### src/rtl/div_unit_if.sv
// rtl/div_unit_if.sv - EX-stage to divider handshake bundle
interface div_unit_if #(
  parameter int WIDTH = 32
);
  logic                 start;
  logic                 signed_div;
  logic [WIDTH-1:0]     opdata1;
  logic [WIDTH-1:0]     opdata2;
  logic                 annul;
  logic [2*WIDTH-1:0]   result;
  logic                 ready;
  logic                 stall;
  logic                 div_by_zero;

  modport master (
    output start, signed_div, opdata1, opdata2, annul,
    input  result, ready, stall, div_by_zero
  );

  modport slave (
    input  start, signed_div, opdata1, opdata2, annul,
    output result, ready, stall, div_by_zero
  );
endinterface

### src/rtl/div_unit.sv
// rtl/div_unit.sv - multi-cycle radix-2 restoring divider for DIV/DIVU
// DIV_BYZERO_DETECT_EN: short-circuit a zero divisor to a zero result with div_by_zero set.
module div_unit #(
  parameter int WIDTH = 32
) (
  input  logic       clk,
  input  logic       rst,
  div_unit_if.slave  bus
);
  localparam int CW = $clog2(WIDTH);

`ifdef DIV_BYZERO_DETECT_EN
  typedef enum logic [1:0] {IDLE = 2'd0, ON = 2'd1, END = 2'd2, BYZERO = 2'd3} state_t;
`else
  typedef enum logic [1:0] {IDLE = 2'd0, ON = 2'd1, END = 2'd2} state_t;
`endif

  state_t               state_q, state_d;
  logic [CW-1:0]        cnt_q, cnt_d;
  logic [WIDTH-1:0]     quo_q, quo_d;
  logic [WIDTH-1:0]     rem_q, rem_d;
  logic [WIDTH-1:0]     dvs_q, dvs_d;
  logic                 neg_quo_q, neg_quo_d;
  logic                 neg_rem_q, neg_rem_d;
  logic [2*WIDTH-1:0]   result_q, result_d;
  logic                 ready_q, ready_d;
`ifdef DIV_BYZERO_DETECT_EN
  logic                 zero_q, zero_d;
  logic                 dbz_q, dbz_d;
`endif

  logic [WIDTH-1:0]     abs1, abs2, quo_fix, rem_fix;
  logic [WIDTH:0]       rem_shift, rem_sub;
  logic                 op1_neg, op2_neg;

  always_comb begin
    op1_neg   = bus.signed_div & bus.opdata1[WIDTH-1];
    op2_neg   = bus.signed_div & bus.opdata2[WIDTH-1];
    abs1      = op1_neg ? -bus.opdata1 : bus.opdata1;
    abs2      = op2_neg ? -bus.opdata2 : bus.opdata2;
    // Quotient bits are shifted into quo_q as dividend bits are consumed from its top.
    rem_shift = {rem_q, quo_q[WIDTH-1]};
    rem_sub   = rem_shift - {1'b0, dvs_q};
    quo_fix   = neg_quo_q ? -quo_q : quo_q;
    rem_fix   = neg_rem_q ? -rem_q : rem_q;
  end

  always_comb begin
    state_d   = state_q;
    cnt_d     = cnt_q;
    quo_d     = quo_q;
    rem_d     = rem_q;
    dvs_d     = dvs_q;
    neg_quo_d = neg_quo_q;
    neg_rem_d = neg_rem_q;
    result_d  = result_q;
    ready_d   = ready_q;
`ifdef DIV_BYZERO_DETECT_EN
    zero_d    = zero_q;
    dbz_d     = dbz_q;
`endif
    case (state_q)
      IDLE: begin
        if (bus.start && !bus.annul) begin
          quo_d     = abs1;
          dvs_d     = abs2;
          rem_d     = '0;
          cnt_d     = '0;
          neg_quo_d = bus.signed_div & (bus.opdata1[WIDTH-1] ^ bus.opdata2[WIDTH-1]);
          neg_rem_d = bus.signed_div & bus.opdata1[WIDTH-1];
          state_d   = ON;
`ifdef DIV_BYZERO_DETECT_EN
          zero_d    = (bus.opdata2 == '0);
          if (bus.opdata2 == '0) state_d = BYZERO;
`endif
        end
      end
`ifdef DIV_BYZERO_DETECT_EN
      BYZERO: state_d = END;
`endif
      ON: begin
        if (rem_shift >= {1'b0, dvs_q}) begin
          rem_d = rem_sub[WIDTH-1:0];
          quo_d = {quo_q[WIDTH-2:0], 1'b1};
        end else begin
          rem_d = rem_shift[WIDTH-1:0];
          quo_d = {quo_q[WIDTH-2:0], 1'b0};
        end
        cnt_d = cnt_q + 1'b1;
        if (cnt_q == CW'(WIDTH-1)) state_d = END;
      end
      END: begin
        if (bus.start) begin
          ready_d  = 1'b1;
          result_d = {rem_fix, quo_fix};
`ifdef DIV_BYZERO_DETECT_EN
          if (zero_q) result_d = '0;
          dbz_d = zero_q;
`endif
        end else begin
          // An abandoned request leaves the previous result in place.
          state_d = IDLE;
          ready_d = 1'b0;
`ifdef DIV_BYZERO_DETECT_EN
          dbz_d   = 1'b0;
`endif
        end
      end
      default: state_d = IDLE;
    endcase

    if (bus.annul && state_q != IDLE) begin
      state_d  = IDLE;
      ready_d  = 1'b0;
      result_d = result_q;
`ifdef DIV_BYZERO_DETECT_EN
      dbz_d    = 1'b0;
`endif
    end
  end

  always_ff @(posedge clk) begin
    if (rst) begin
      state_q   <= IDLE;
      cnt_q     <= '0;
      quo_q     <= '0;
      rem_q     <= '0;
      dvs_q     <= '0;
      neg_quo_q <= 1'b0;
      neg_rem_q <= 1'b0;
      result_q  <= '0;
      ready_q   <= 1'b0;
`ifdef DIV_BYZERO_DETECT_EN
      zero_q    <= 1'b0;
      dbz_q     <= 1'b0;
`endif
    end else begin
      state_q   <= state_d;
      cnt_q     <= cnt_d;
      quo_q     <= quo_d;
      rem_q     <= rem_d;
      dvs_q     <= dvs_d;
      neg_quo_q <= neg_quo_d;
      neg_rem_q <= neg_rem_d;
      result_q  <= result_d;
      ready_q   <= ready_d;
`ifdef DIV_BYZERO_DETECT_EN
      zero_q    <= zero_d;
      dbz_q     <= dbz_d;
`endif
    end
  end

  assign bus.result = result_q;
  assign bus.ready  = ready_q;
  assign bus.stall  = bus.start & ~ready_q;
`ifdef DIV_BYZERO_DETECT_EN
  assign bus.div_by_zero = dbz_q;
`else
  assign bus.div_by_zero = 1'b0;
`endif
endmodule

### src/flat_wrapper.sv
// flat-port wrapper written by rule: the top's interface ports become plain ports
module div_unit_flat 
#(
  parameter int WIDTH = 32
)
  (clk, rst, bus_start, bus_signed_div, bus_opdata1, bus_opdata2, bus_annul, bus_result, bus_ready, bus_stall, bus_div_by_zero);
  div_unit_if #(.WIDTH(WIDTH)) bus_i ();
  input  logic clk;
  input  logic rst;
  input wire logic [$bits(bus_i.start)-1:0] bus_start;
  input wire logic [$bits(bus_i.signed_div)-1:0] bus_signed_div;
  input wire logic [$bits(bus_i.opdata1)-1:0] bus_opdata1;
  input wire logic [$bits(bus_i.opdata2)-1:0] bus_opdata2;
  input wire logic [$bits(bus_i.annul)-1:0] bus_annul;
  output wire logic [$bits(bus_i.result)-1:0] bus_result;
  output wire logic [$bits(bus_i.ready)-1:0] bus_ready;
  output wire logic [$bits(bus_i.stall)-1:0] bus_stall;
  output wire logic [$bits(bus_i.div_by_zero)-1:0] bus_div_by_zero;
  assign bus_i.start = bus_start;
  assign bus_i.signed_div = bus_signed_div;
  assign bus_i.opdata1 = bus_opdata1;
  assign bus_i.opdata2 = bus_opdata2;
  assign bus_i.annul = bus_annul;
  assign bus_result = bus_i.result;
  assign bus_ready = bus_i.ready;
  assign bus_stall = bus_i.stall;
  assign bus_div_by_zero = bus_i.div_by_zero;
  div_unit #(.WIDTH(WIDTH)) u_core (.clk(clk), .rst(rst), .bus(bus_i));
endmodule
### config.mk
export PLATFORM = sky130hd
export DESIGN_NAME = div_unit_flat
export DESIGN_NICKNAME = d
export VERILOG_FILES = /design/src/rtl/div_unit_if.sv /design/src/rtl/div_unit.sv /design/src/flat_wrapper.sv
export SDC_FILE = /design/constraint.sdc
export NUM_CORES = 1
export LEC_CHECK = 0
export ABC_AREA = 1
export BUFFER_PORTS_ARGS = -buffer_cell sky130_fd_sc_hd__buf_2
export CORE_AREA = 2 2 147 292
export CTS_CLUSTER_DIAMETER = 80
export DETAILED_ROUTE_END_ITERATION = 12
export DIE_AREA = 0 0 149 294
export GPL_ROUTABILITY_DRIVEN = 0
export PLACE_DENSITY_LB_ADDON = 0.05
export SYNTH_ARGS = -nofsm -noshare
export SYNTH_HDL_FRONTEND = slang
export SYNTH_SLANG_ARGS = --single-unit
### constraint.sdc
create_clock -name clk -period 1.89 [get_ports clk]
set_input_delay 0.189 -clock clk [delete_from_list [all_inputs] [get_ports clk]]
set_output_delay 0.189 -clock clk [all_outputs]
set_load 0.01 [all_outputs]
# Word level (Yosys, flattened, before mapping)
# Cells that the tools add are included.
dict set report word_totals {
  output_inout_bits 67
  mem_bits_ro 0
  in_bits 69
  reg_bits 170
  latch_bits 0
  elab_cells 57
  mem_bits_rw 0
  memories 0
}
dict set report classes {
  shifts 0
  n_mul 0
  bitwise_logic 7
  mux 17
  order_cmp 1
  add_sub_neg 6
  n_eq_ne 6
  n_reduce_logical 11
  n_div 0
}
# operator n
set ops {}
lappend ops {{$mux 32} 7}
lappend ops {{$neg 32->32} 4}
lappend ops {{$pmux 32 s2} 2}
lappend ops {{$ge 33x32->1} 1}
lappend ops {{$sub 32x32->32} 1}
lappend ops {{$pmux 5 s2} 1}
lappend ops {{$mux 2} 3}
lappend ops {{$pmux 2 s3} 1}
lappend ops {{$reduce_and 3->1} 2}
lappend ops {{$add 5x1->5 const B} 1}
lappend ops {{$eq 5x5->1 const B} 1}
lappend ops {{$mux 5} 1}
lappend ops {{$and 1x1->1} 4}
lappend ops {{$ne 2x1->1 const B} 2}
lappend ops {{$reduce_and 2->1} 2}
lappend ops {{$reduce_bool 2->1} 2}
lappend ops {{$eq 2x1->1 const B} 1}
lappend ops {{$eq 2x2->1 const B} 1}
lappend ops {{$logic_and 1x1->1} 2}
lappend ops {{$logic_not 2->1} 1}
lappend ops {{$mux 1} 2}
lappend ops {{$ne 2x2->1 const B} 1}
lappend ops {{$not 1->1} 2}
lappend ops {{$reduce_or 2->1} 1}
lappend ops {{2 further kinds} 2}

# Longest topological paths before layout
dict set report depth {
  word_depth 4
  mapped_depth 16
  depth_no_buf 16
}

# Worst setup path after synthesis
# No wires, ideal clock.
dict set report synth_path {
  path_kind {register -> register}
  from {register u_core.rem_q[26]}
  to {register u_core.rem_q[19]}
  path_slack_ns -0.016
  t_arrival_ns 1.835
  setup_ns 0.070
  path_stages_with_launch 14
  required_ns 1.820
  period_less_slack_ns 1.906
  path_buffers 1
  path_cell_list {dfxtp_1 ha_1 nand2_2 inv_1 nand2_1 nand2_1 a21oi_1 nand2_2 a21oi_4 nand2_4 buf_6 nand2_1 nand3_1 a21oi_1}
}
dict set report synth_between {
  elab_chain_cells 3
}
# item line
set synth_rtl {}
lappend synth_rtl {{start, declared} div_unit.sv:21} ;# logic [WIDTH-1:0] rem_q, rem_d;
lappend synth_rtl {{start signal, assigned} div_unit.sv:141} ;# rem_q <= rem_d;
lappend synth_rtl {{$ge 33x32->1} div_unit.sv:82} ;# if (rem_shift >= {1'b0, dvs_q}) begin
lappend synth_rtl {{$mux 32} div_unit.sv:82}
lappend synth_rtl {{$pmux 32 s2} div_unit.sv:62} ;# case (state_q)
# Every way passes these cells.
# A chain may end at the register's enable or synchronous reset.

# Final worst setup path
dict set report layout_path {
  from {register u_core.dvs_q[2]}
  to {register u_core.rem_q[19]}
}
dict set report layout_between {
  elab_chain_cells 3
  elab_cells_between_ends 4
  classes_between {1 x add/sub; 1 x order compare; 2 x mux}
}
# item line
set layout_rtl {}
lappend layout_rtl {{start, declared} div_unit.sv:22} ;# logic [WIDTH-1:0] dvs_q, dvs_d;
lappend layout_rtl {{start signal, assigned} div_unit.sv:142} ;# dvs_q <= dvs_d;
lappend layout_rtl {{$sub 32x32->32 or $ge 33x32->1 (tied branches)} {div_unit.sv:43, div_unit.sv:82}}
lappend layout_rtl {{$mux 32 *} div_unit.sv:82}
lappend layout_rtl {{$pmux 32 s2 *} div_unit.sv:62}
# Mark *: on every way between the ends. The rest lies on a longest branch, timed or not.

==> parameters.txt <==
Parameter                              Value

STA
  Actual slew at the worst max-slew pin ... 0.631 ns
  Smallest setup slack after layout ... -0.299 ns
  Setup Skew ... 0.0188 ns
  Setup repair after global routing missed its margin ... yes
  Final Setup Violations ... 33
  Final count of hold timing violations ... 0
  Fin. max-slew vios ... 0
  Fin crit share ... 1.16
  Slew headroom ... 0.579
  Setup TNS after final layout ... -8.85 ns
  Final worst path period need ... 2.19 ns
  Highest clock rate ... 457 MHz

Critical path
  Category of cells accounting for the largest share of critical-path delay ... simple AND/OR/NAND/NOR gates
  Startpoint of the most critical setup path ... u_core.dvs_q[2]$_SDFFE_PP0P_
  Required arrival time at the worst endpoint ... 2.27 ns
  Worst stage delay on the critical path ... 0.31 ns
  Worst endpoint data arrival time ... 2.57 ns
  Library cell appearing most often on the critical path ... nand2_1
  Slowest stage cell, crit path ... dfxtp_1
  Reg2Reg Capture Point ... u_core.rem_q[19]$_SDFFE_PP0P_
  Flop2flop setup slack ... -0.30 ns
  Number of buffers and inverters on the critical path ... 1
  Critical path depth ... 13
  Last element of the critical path ... u_core.rem_q[19]$_SDFFE_PP0P_
  FF-to-FF path depth ... 13
  Beginning of the worst register-to-register path ... u_core.dvs_q[2]$_SDFFE_PP0P_
  Category of the critical setup timing path ... reg2reg
  Startpoint type of the worst setup path ... flop
  Setup crit end kind ... flop
  Peak fanout along the critical path ... 5
  Cell chain of the critical path ... inv_1 > ha_4 > or2_2 > and2_1 > nand3_1 > nand2_2 > nand2_1 > nand2_1 > nand2_1 > nand2_1 > nand2_1 > nand3_2 > a21oi_2

CTS
  Worst-skew pair later-pin latency ... 0.46 ns
  # H-tree levels ... 4
  CTS root buf ... clkbuf_16
  Clock slew at the register clock pins of the worst setup and hold paths ... 0.08 ns
  Worst-case clock buffer depth ... 2
  TritonCTS clock tree ... built
  Number of hold buffers added after CTS ... 0
  Number of clock sinks ... 170
  Clock buffer count from CTS ... 17

Run status
  Violations in the final reports ... setup timing
  Status ... finished with violations

Drt
  Final routed wire length divided by cell count ... 19.9 um
  Number of nets still failing antenna checks after routing ... 0
  Final WL ... 62.3 mm
  Residual DRC count ... 0
  Number of search-and-repair iterations in the first detailed-routing pass ... 7
  Via density ... 4.97
  Detailed Route Iter0 Violations ... 717
  Total number of vias ... 15.5k

Floorplan
  Die Wd ... 149 um
  Standard-cell row count ... 106
  Core Area ... 41600 um2
  Initial cell density of the core ... 0.305
  Height of the die ... 294 um
  Die area ... 43800 um2
  Top-level I/O count ... 136

Synthesis
  Async S/R FF share, synth ... 0
  Mux share of post-synthesis cell area ... 0
  Sequential-to-total area share from yosys stat ... 0.268
  Number of synthesized flops with an enable pin ... 0
  Synth area leaders ... dfxtp_1 27%, nand2_1 17%, inv_1 10%
  Synthesis-stage register bit count ... 170
  Syn nets ... 2251
  Number of warnings reported in the yosys synthesis log ... 0
  Xor/xnor cell area share of the yosys netlist ... 0.0434
  Synthesized-area fraction occupied by adder cells ... 0.0390
  Post-synthesis area per instance ... 5.93 um2
  Most used standard cell by instance count after synthesis ... nand2_1
  Gate Count Post-Synth ... 2143
  Synthesized-area fraction occupied by ao, oa, aoi and oai cells ... 0.156
  Commonest register cell after synthesis ... dfxtp_1
  Cell area after synthesis ... 12700 um2
  Leading post-synthesis cells by instance count ... 582 x nand2_1, 354 x inv_1, 220 x nor2_1
  Combinational family with the most area after synthesis ... simple AND/OR/NAND/NOR gates
  Distinct cell type count after synthesis ... 46
  Simple-gate area share of the yosys netlist ... 0.356
  Dominant cell type by area after synthesis ... dfxtp_1
  Proportion of netlist area held by the largest area contributor ... 0.268

Cells and area
  Layout net count ... 2678
  Share of cells above drive strength 1 ... 0.338
  Layout area overhead ... 47.1%
  Post-layout utilization of the core ... 0.449
  Total non-filler cell area in the finished layout ... 18700 um2
  Area occupied by multi-input gates ... 8920 um2
  Area occupied by registers ... 3480 um2
  Number of filler cells placed in the layout ... 4537
  Antenna cell count ... 0

Global routing
  Pin count of the biggest net entering global routing ... 93
  Via count of the first global-routing pass ... 15.3k
  Wire length of the first global-routing pass ... 90.3 mm
  GRT Resource Usage Total ... 0.280
  Grt total ovfl ... 0
  Number of antenna violations at the first check in global routing ... 0

Power and ir drop
  Total power after layout ... 18.7 mW
  Max VDD drop ... 0.775 mV
  Leakage power ... 9.40 nW
  Cell area power density ... 1000 nW/um2

Flow run
  Count of max-cap constraint violations ... 0

Placed design
  Area of placed instances ... 16300 um2
  Final HPWL DP ... 48.7 mm
  IO Port Bufs ... 134

Worst hold path
  Classification of the worst-slack hold path ... in2reg
==> where the power goes <==
part / total [mW] / internal (mW) / switching (mW)
Sequential: 3.98 / 3.77 / 0.208
Clock: 3.62 / 1.76 / 1.85
Combinational: 11.1 / 4.76 / 6.37
Total: 18.7 / 10.3 / 8.44
==> timing repair <==
item / 4_1_cts / 5_1_grt
buffers inserted: 12 / 21
endpoints found under the setup margin: 58 / 74
pin swaps: 24 / 82
cloned: 2 / 4
resized for setup: 138 / 279
==> worst min-delay path by stage <==
stage / startpoint / endpoint / cells past startpoint
5_1_grt: bus_opdata2[31] / u_core.dvs_q[31]$_SDFFE_PP0P_ / 3
2_1_floorplan: bus_opdata2[31] / u_core.dvs_q[31]$_SDFFE_PP0P_ / 2
3_3_place_gp: u_core.cnt_q[4]$_SDFFE_PP0P_ / u_core.cnt_q[4]$_SDFFE_PP0P_ / 2
6_report: bus_opdata2[31] / u_core.dvs_q[31]$_SDFFE_PP0P_ / 3
4_1_cts: bus_opdata2[31] / u_core.dvs_q[31]$_SDFFE_PP0P_ / 3
3_5_place_dp: u_core.dvs_q[31]$_SDFFE_PP0P_ / u_core.dvs_q[31]$_SDFFE_PP0P_ / 2
==> through the flow <==
step | hold WS (ns) | setup WS (ns) | cells
floorplan | 0.349 | 0.00261 | 2143
global placement | 0.456 | -0.668 | 3057
detailed placement | 0.469 | -0.699 | 3057
CTS | 0.0109 | -0.301 | 3102
global route | 0.0293 | -0.412 | 3123
finish | 0.0274 | -0.299 | 3123
==> state kept, by name (all words and copies together) (netlist names) <==
name,cells
u_core.bus.result,64
u_core.dvs_q,32
u_core.quo_q,32
u_core.rem_q,32
u_core.cnt_q,5
u_core.state_q,2
u_core.bus.ready,1
u_core.neg_quo_q,1
u_core.neg_rem_q,1
==> kinds of logic (layout without fill, tap and decap cells) <==
| group | after synthesis | after routing |
|---|---|---|
| DFF | 170 | 170 |
| AOI/OAI and AO/OA | 352 | 352 |
| other | 1 | 1 |
| xor gates and xnor gates | 63 | 63 |
| adders and majority gates | 39 | 39 |
| buffers and inverters | 441 | 881 |
| and+or+nand+nor | 1077 | 1077 |
==> layout by cell type, fill, tap and decap left out, types with 31 or more instances in the layout <==
| cell | n |
|---|---|
| nor2_2 | 34 |
| inv_2 | 38 |
| dfxtp_1 | 128 |
| inv_1 | 315 |
| buf_2 | 133 |
| ha_4 | 31 |
| a31oi_1 | 33 |
| buf_4 | 314 |
| a21oi_1 | 116 |
| dfxtp_2 | 33 |
| nor2_1 | 175 |
| nand2_1 | 511 |
| nand2_2 | 66 |
| nand3_2 | 40 |
| nand3_1 | 134 |
| xor2_1 | 42 |
| o21ai_0 | 93 |
==> worst register-to-register path, cell delays in order (launching register included) <==
cell and delay, ns:
dfxtp_1 0.31, inv_1 0.18, ha_4 0.26, or2_2 0.29, and2_1 0.19, nand3_1 0.10
nand2_2 0.14, nand2_1 0.12, nand2_1 0.06, nand2_1 0.05, nand2_1 0.10, nand2_1 0.10
nand3_2 0.07, a21oi_2 0.15
==> final cells by class <==
| type | count | area share |
|---|---|---|
| sequential | 170 | 0.186 |
| tap | 540 | 0.0361 |
| timing repair buffer | 487 | 0.196 |
| clock inverter | 15 | 0.00830 |
| inverter | 362 | 0.0737 |
| multi-input combinational | 1532 | 0.477 |
| clock buffer | 17 | 0.0228 |
==> layer usage <==
layer  vias to the layer above  wire length (um)  track usage
li1                       7698                 -            -
met2                       396             34800        0.560
met5                         -                 0            0
met4                         0              6680        0.243
met1                      7250             19500        0.237
met3                       185              1340       0.0248
No activity file was read; power rests on OpenSTA's default activity.
